### config.mk
export PLATFORM = sky130hd
export DESIGN_NAME = mem_initiator
export DESIGN_NICKNAME = d
export VERILOG_FILES = /design/src/rtl/mem_initiator.sv
export SDC_FILE = /design/constraint.sdc
export NUM_CORES = 1
export LEC_CHECK = 0
export BUFFER_PORTS_ARGS = -buffer_cell sky130_fd_sc_hd__buf_2
export CAP_MARGIN = 25
export CORE_AREA = 2 2 130 119
export DETAILED_ROUTE_END_ITERATION = 8
export DIE_AREA = 0 0 132 121
export PLACE_DENSITY = 0.63
export SLEW_MARGIN = 40
export SYNTH_ARGS = -nofsm -noshare
export SYNTH_HDL_FRONTEND = slang
export SYNTH_SLANG_ARGS = --single-unit
### constraint.sdc
create_clock -name clk -period 1.2 [get_ports clk]
set_input_delay 0.18 -clock clk [delete_from_list [all_inputs] [get_ports clk]]
set_output_delay 0.18 -clock clk [all_outputs]
set_load 0.05 [all_outputs]
### src/rtl/mem_initiator.sv
`default_nettype none
// ============================================================================
// Module      : mem_initiator
// Description : Arbitrates fetch and load/store requests onto a single-port
//               I/D memory, one access per grant, with one-cycle responses.
//               Define MEM_INIT_RR_EN for round-robin arbitration; the
//               default build gives load/store fixed priority.
// Revision    : 1.0 - initial release
// ============================================================================
module mem_initiator #(
    parameter logic [7:0] DATA_OFFSET = 8'd128
) (
    input  logic        clk,
    input  logic        rst_n,
    // fetch port
    input  logic        if_req,
    input  logic [7:0]  if_addr,
    output logic        if_ready,
    output logic        if_valid,
    output logic [31:0] if_instr,
    output logic        if_fault,
    // load/store port
    input  logic        ls_req,
    input  logic        ls_we,
    input  logic [2:0]  ls_func3,
    input  logic [7:0]  ls_addr,
    input  logic [31:0] ls_wdata,
    output logic        ls_ready,
    output logic        ls_valid,
    output logic [31:0] ls_rdata,
    output logic        ls_fault,
    // memory port
    output logic        mem_read,
    output logic        mem_write,
    output logic [2:0]  mem_func3,
    output logic [7:0]  mem_addr,
    output logic [31:0] mem_wdata,
    input  logic [31:0] mem_rdata
);

    localparam logic [2:0] c_F3_WORD = 3'b010;

    typedef enum logic [1:0] {
        IDLE   = 2'b00,
        ACCESS = 2'b01,
        RESP   = 2'b10
    } state_t;

    state_t      r_state;
    state_t      w_state_nxt;

    logic        w_window;
    logic        w_grant_ls;
    logic        w_grant_if;
    logic        w_accept;
    logic        w_ls_fault;
    logic        w_if_fault;
    logic        w_in_access;

    logic        r_is_ls;
    logic        r_we;
    logic [2:0]  r_func3;
    logic [7:0]  r_addr;
    logic [31:0] r_wdata;
    logic        r_fault;

    logic [31:0] r_if_instr;
    logic        r_if_fault;
    logic [31:0] r_ls_rdata;
    logic        r_ls_fault;

    // ------------------------------------------------------------------
    // Arbitration: a new request may only be taken in IDLE or RESP
    // ------------------------------------------------------------------
    assign w_window = (r_state == IDLE) || (r_state == RESP);

`ifdef MEM_INIT_RR_EN
    logic r_last_ls;

    // Contested: favour whichever source did not win last time
    assign w_grant_ls = ls_req & (~if_req | ~r_last_ls);

    always_ff @(posedge clk or negedge rst_n) begin
        if (!rst_n) begin
            r_last_ls <= 1'b0;
        end else if (w_accept) begin
            r_last_ls <= ls_ready;
        end
    end
`else
    assign w_grant_ls = ls_req;
`endif

    assign w_grant_if = if_req & ~w_grant_ls;
    assign ls_ready   = w_window & w_grant_ls;
    assign if_ready   = w_window & w_grant_if;
    assign w_accept   = ls_ready | if_ready;

    // ------------------------------------------------------------------
    // Fault classification, evaluated on the request as presented
    // ------------------------------------------------------------------
    always_comb begin
        w_ls_fault = 1'b1;
        case (ls_func3)
            3'b000:  w_ls_fault = 1'b0;
            3'b001:  w_ls_fault = ls_addr[0];
            3'b010:  w_ls_fault = |ls_addr[1:0];
            3'b100:  w_ls_fault = ls_we;
            3'b101:  w_ls_fault = ls_we | ls_addr[0];
            default: w_ls_fault = 1'b1;
        endcase
    end

    assign w_if_fault = |if_addr[1:0];

    // ------------------------------------------------------------------
    // State machine
    // ------------------------------------------------------------------
    always_ff @(posedge clk or negedge rst_n) begin
        if (!rst_n) begin
            r_state <= IDLE;
        end else begin
            r_state <= w_state_nxt;
        end
    end

    always_comb begin
        w_state_nxt = r_state;
        case (r_state)
            IDLE:    w_state_nxt = w_accept ? ACCESS : IDLE;
            ACCESS:  w_state_nxt = RESP;
            RESP:    w_state_nxt = w_accept ? ACCESS : IDLE;
            default: w_state_nxt = IDLE;
        endcase
    end

    // ------------------------------------------------------------------
    // Request latch; the data offset is applied here so ACCESS is a pure
    // register decode onto the memory port
    // ------------------------------------------------------------------
    always_ff @(posedge clk or negedge rst_n) begin
        if (!rst_n) begin
            r_is_ls <= 1'b0;
            r_we    <= 1'b0;
            r_func3 <= 3'b000;
            r_addr  <= 8'h00;
            r_wdata <= 32'h0000_0000;
            r_fault <= 1'b0;
        end else if (w_accept) begin
            r_is_ls <= ls_ready;
            r_we    <= ls_ready & ls_we;
            r_func3 <= ls_ready ? ls_func3 : c_F3_WORD;
            r_addr  <= ls_ready ? (ls_addr + DATA_OFFSET) : if_addr;
            r_wdata <= ls_ready ? ls_wdata : 32'h0000_0000;
            r_fault <= ls_ready ? w_ls_fault : w_if_fault;
        end
    end

    // ------------------------------------------------------------------
    // Memory port: quiet outside ACCESS; a faulting access never strobes
    // ------------------------------------------------------------------
    assign w_in_access = (r_state == ACCESS);

    assign mem_read  = w_in_access & r_is_ls & ~r_we & ~r_fault;
    assign mem_write = w_in_access & r_is_ls &  r_we & ~r_fault;
    assign mem_func3 = w_in_access ? r_func3 : 3'b000;
    assign mem_addr  = w_in_access ? r_addr  : 8'h00;
    assign mem_wdata = (w_in_access & r_we) ? r_wdata : 32'h0000_0000;

    // ------------------------------------------------------------------
    // Response capture at the end of ACCESS; values hold until the next
    // response of the same kind
    // ------------------------------------------------------------------
    always_ff @(posedge clk or negedge rst_n) begin
        if (!rst_n) begin
            r_if_instr <= 32'h0000_0000;
            r_if_fault <= 1'b0;
        end else if (w_in_access && !r_is_ls) begin
            r_if_instr <= r_fault ? 32'h0000_0000 : mem_rdata;
            r_if_fault <= r_fault;
        end
    end

    always_ff @(posedge clk or negedge rst_n) begin
        if (!rst_n) begin
            r_ls_rdata <= 32'h0000_0000;
            r_ls_fault <= 1'b0;
        end else if (w_in_access && r_is_ls) begin
            r_ls_rdata <= (r_fault || r_we) ? 32'h0000_0000 : mem_rdata;
            r_ls_fault <= r_fault;
        end
    end

    assign if_valid = (r_state == RESP) & ~r_is_ls;
    assign ls_valid = (r_state == RESP) &  r_is_ls;
    assign if_instr = r_if_instr;
    assign if_fault = r_if_fault;
    assign ls_rdata = r_ls_rdata;
    assign ls_fault = r_ls_fault;

endmodule
`default_nettype wire

==> metrics.md <==
| Metric | Value |
|---|---|
| Share of cells above drive strength 1 | 54.67% |
| Number of distinct library cells after synthesis | 35 |
| Worst reg2reg path depth | 6 |
| Sequential Power Share | 29.3% |
| Status | finished, violations left |
| Mapped Cells | 478 |
| Worst-Skew Late Latency | 0.41 ns |
| Lkg Pwr | 4.453 nW |
| HP Class | in -> reg |
| Die X-Extent | 132 um |
| DP Worst Slack | -0.3351 ns |
| Busiest grt layer | met2 |
| CTS Buf Count | 17 |
| Total gr overflow | 0 |
| Detailed Place HPWL | 9.690 mm |
| Max-slew headroom | 77.63% |
| Max H-tree Level | 4 |
| CTS Buffer Depth | 2 |
| Std cell rows | 42 |
| Initial antenna violation count | 0 |
| Total Wirelength | 17.47 mm |
| Buf+Inv Stages, Crit Path | 2 |
| Yosys warns | 0 |
| Syn Std Cell Area | 5004 um^2 |
| CP max stage cell | dfrtp_1 |
| Asr flop ratio synth | 100.0% |
| Int Pwr | 11.65 mW |
| Buffers on Ports | 202 |
| WL per Instance | 17.64 um |
| Worst clock skew | 0.006073 ns |
| Critical path class | reg -> out |
| Clock network power share | 26.2% |
| ANT nets after route | 0 |
| Number of global-route vias before repair | 4938 |
| Fin crit share | 153.7% |
| GRT Overall Usage | 20.27% |
| Crit-path cells | and2b_2 -> clkbuf_16 -> and3_4 -> buf_8 |
| Root buffer cell | clkbuf_16 |
| Post-synth EDFFs | 0 |
| Critical Path Sink Type | output pin |
| Critical path's largest stage delay | 0.40 ns |
| Final hold violations | 0 |
| DR iter-0 viols | 269 |
| RD Place Congestion | 0.7680 |
| Critical Path Fanout Max | 22 |
| VDD IR-drop max | 1.027 mV |
| Commonest cells after routing, fill and taps aside | dfrtp_1 (112), nand2_1 (87), buf_2 (86) |
| Area of the multi-input gates | 2377 um^2 |
| Logic depth of the worst path, buffers included | 4 |
| Initial core utilization | 34.37% |
| Net switching power figure | 7.439 mW |
| Switching Fraction | 38.97% |
| DRC viols | 0 |
| WHS | 0.02146 ns |
| Met2 Use GR | 33.46% |
| Grt met3 use | 6.140% |
| IO Pins | 203 |
| Vias | 4933 |
| Clock transition at path regs | 0.05 ns |
| Die area | 15970 um^2 |
| First-pass GRT wire length | 25.42 mm |
| Hold Path Depth | 2 |
| Syn Area/Cell | 10.47 um^2 |
| WP data required | 1.02 ns |
| Storage cell area | 2855 um^2 |
| Final setup fails | 159 |
| RSZ-0062 raised after global routing | true |
| Maximum number of pins on one net before global-route repair | 45 |
| Top delay family on crit path | simple AND/OR/NAND/NOR gates |
| Worst Tran Pin Value | 0.3325 ns |
| Die H | 121 um |
| Cell Pwr Density | 2051 nW/um^2 |
| Net Count, Synth | 566 |
| Synth-to-layout area growth | 86.02% |
| CTS tree | done |
| Seq cells post-synth | 114 |
| Ys flop type | dfrtp_1 |
| Failing checks | negative setup slack |
| Via-per-instance ratio | 4.983 |
| Antenna diode count | 0 |
| Final #Nets | 872 |
| Most common cell after layout, fill and taps aside | dfrtp_1 |
| CP arrival | 1.66 ns |
| Seq/Total Area, Yosys | 57.01% |
| CP startpoint kind | flop |
| Minimum clock period | 1.844 ns |
| Routing usage on met1 | 25.08% |
| Setup TNS | -59.27 ns |
| Finished Core Util | 63.94% |
| Max-slew violations | 0 |
| Worst setup margin | -0.6442 ns |
| Logic pwr share | 44.4% |
| Max cap viols | 0 |
| Core box area | 14560 um^2 |
| 1st-pass router iterations | 4 |
| Clock sink total | 114 |
| Fmax | 542.2 MHz |
| Fillers | 1078 |
## cell families after synthesis
logic type	Yosys count	synth area share [%]
buf+inv	41	5.351
compound gates	112	15.28
mux	9	1.925
flops	114	57.01
simple gates	202	20.43
## area by class of cell
class,instances,area share (%)
clock buffer,21,5.054
clock inverter,6,1.156
inverter,2,0.1075
multi-input combinational,324,25.54
sequential,114,30.68
tap,198,2.662
timing repair buffer,325,34.80
## synth_stat cells (6+ instances only)
cell type	instances	area share (%)
nand2_1	111	8.3
and2_1	11	1.4
buf_4	6	0.90
clkbuf_1	15	1.1
o21ai_0	52	5.2
and3_1	32	4.0
o21ai_2	18	3.2
buf_6	11	2.5
a22o_1	32	5.6
nand2b_1	32	4.0
dfrtp_1	114	57
mux2i_1	7	1.4
## flip-flops by register name, indices dropped and copies added, names as in the netlist
signal / flops
r_addr: 8
ls_rdata: 32
r_is_ls: 1
if_fault: 1
if_instr: 32
r_wdata: 32
r_state: 2
r_fault: 1
r_func3: 3
r_we: 1
ls_fault: 1
## worst reg2reg max path: cells and delay by family, from the launching register on
| kind | cells | cell delay, ns |
|---|---|---|
| flops | 1 | 0.40 |
| simple gates | 1 | 0.20 |
| compound gates | 1 | 0.23 |
| buf+inv | 4 | 0.68 |
## power groups by stage
stage                     combinational [mW]  clock [mW]  sequential [mW]
after floorplan                         2.18           0             7.98
after global placement                  6.23           0             5.47
after detailed placement                6.32           0             5.50
after CTS                               6.99        5.09             5.45
after global routing                    8.87        5.29             5.70
final                                   8.48        5.01             5.60
## final timing paths
| check | startpoint | to | slack (ns) |
|---|---|---|---|
| min in group asynchronous | rst_n | if_instr[18] | 0.23 |
| hold / removal | mem_rdata[19] | ls_rdata[19] | 0.02 |
| hold reg to reg | if_instr[27] | if_instr[27] | 0.49 |
| setup reg to reg | r_state[1] | ls_rdata[20] | -0.42 |
| max in group asynchronous | rst_n | r_wdata[26] | 0.44 |
| setup / recovery | r_state[1] | mem_wdata[1] | -0.64 |
## routing by layer
| metal | vias up | wire [um] |
|---|---|---|
| li1 | 2243 | - |
| met1 | 2418 | 7158 |
| met2 | 240 | 8724 |
| met3 | 32 | 1229 |
| met4 | 0 | 353 |
| met5 | - | 0 |
## per-stage QoR
stage	std cells	area, um^2	total power [mW]
floorplan	478	5371	10.16
global placement	871	6614	11.70
detailed placement	871	6614	11.82
CTS	963	8533	17.54
global route	990	9308	19.86
finish	990	9308	19.09
## timing repair
item | CTS | global route
gates resized for setup | 214 | 222
endpoints found under the setup margin | 222 | 227
setup buffers | 13 | 25
hold buffers | 47 | 0
pin swaps | 34 | 50
gates cloned | 5 | 6
endpoints found under the hold margin | 144 | 0
Note: power is estimated with default switching activity, not from simulation.
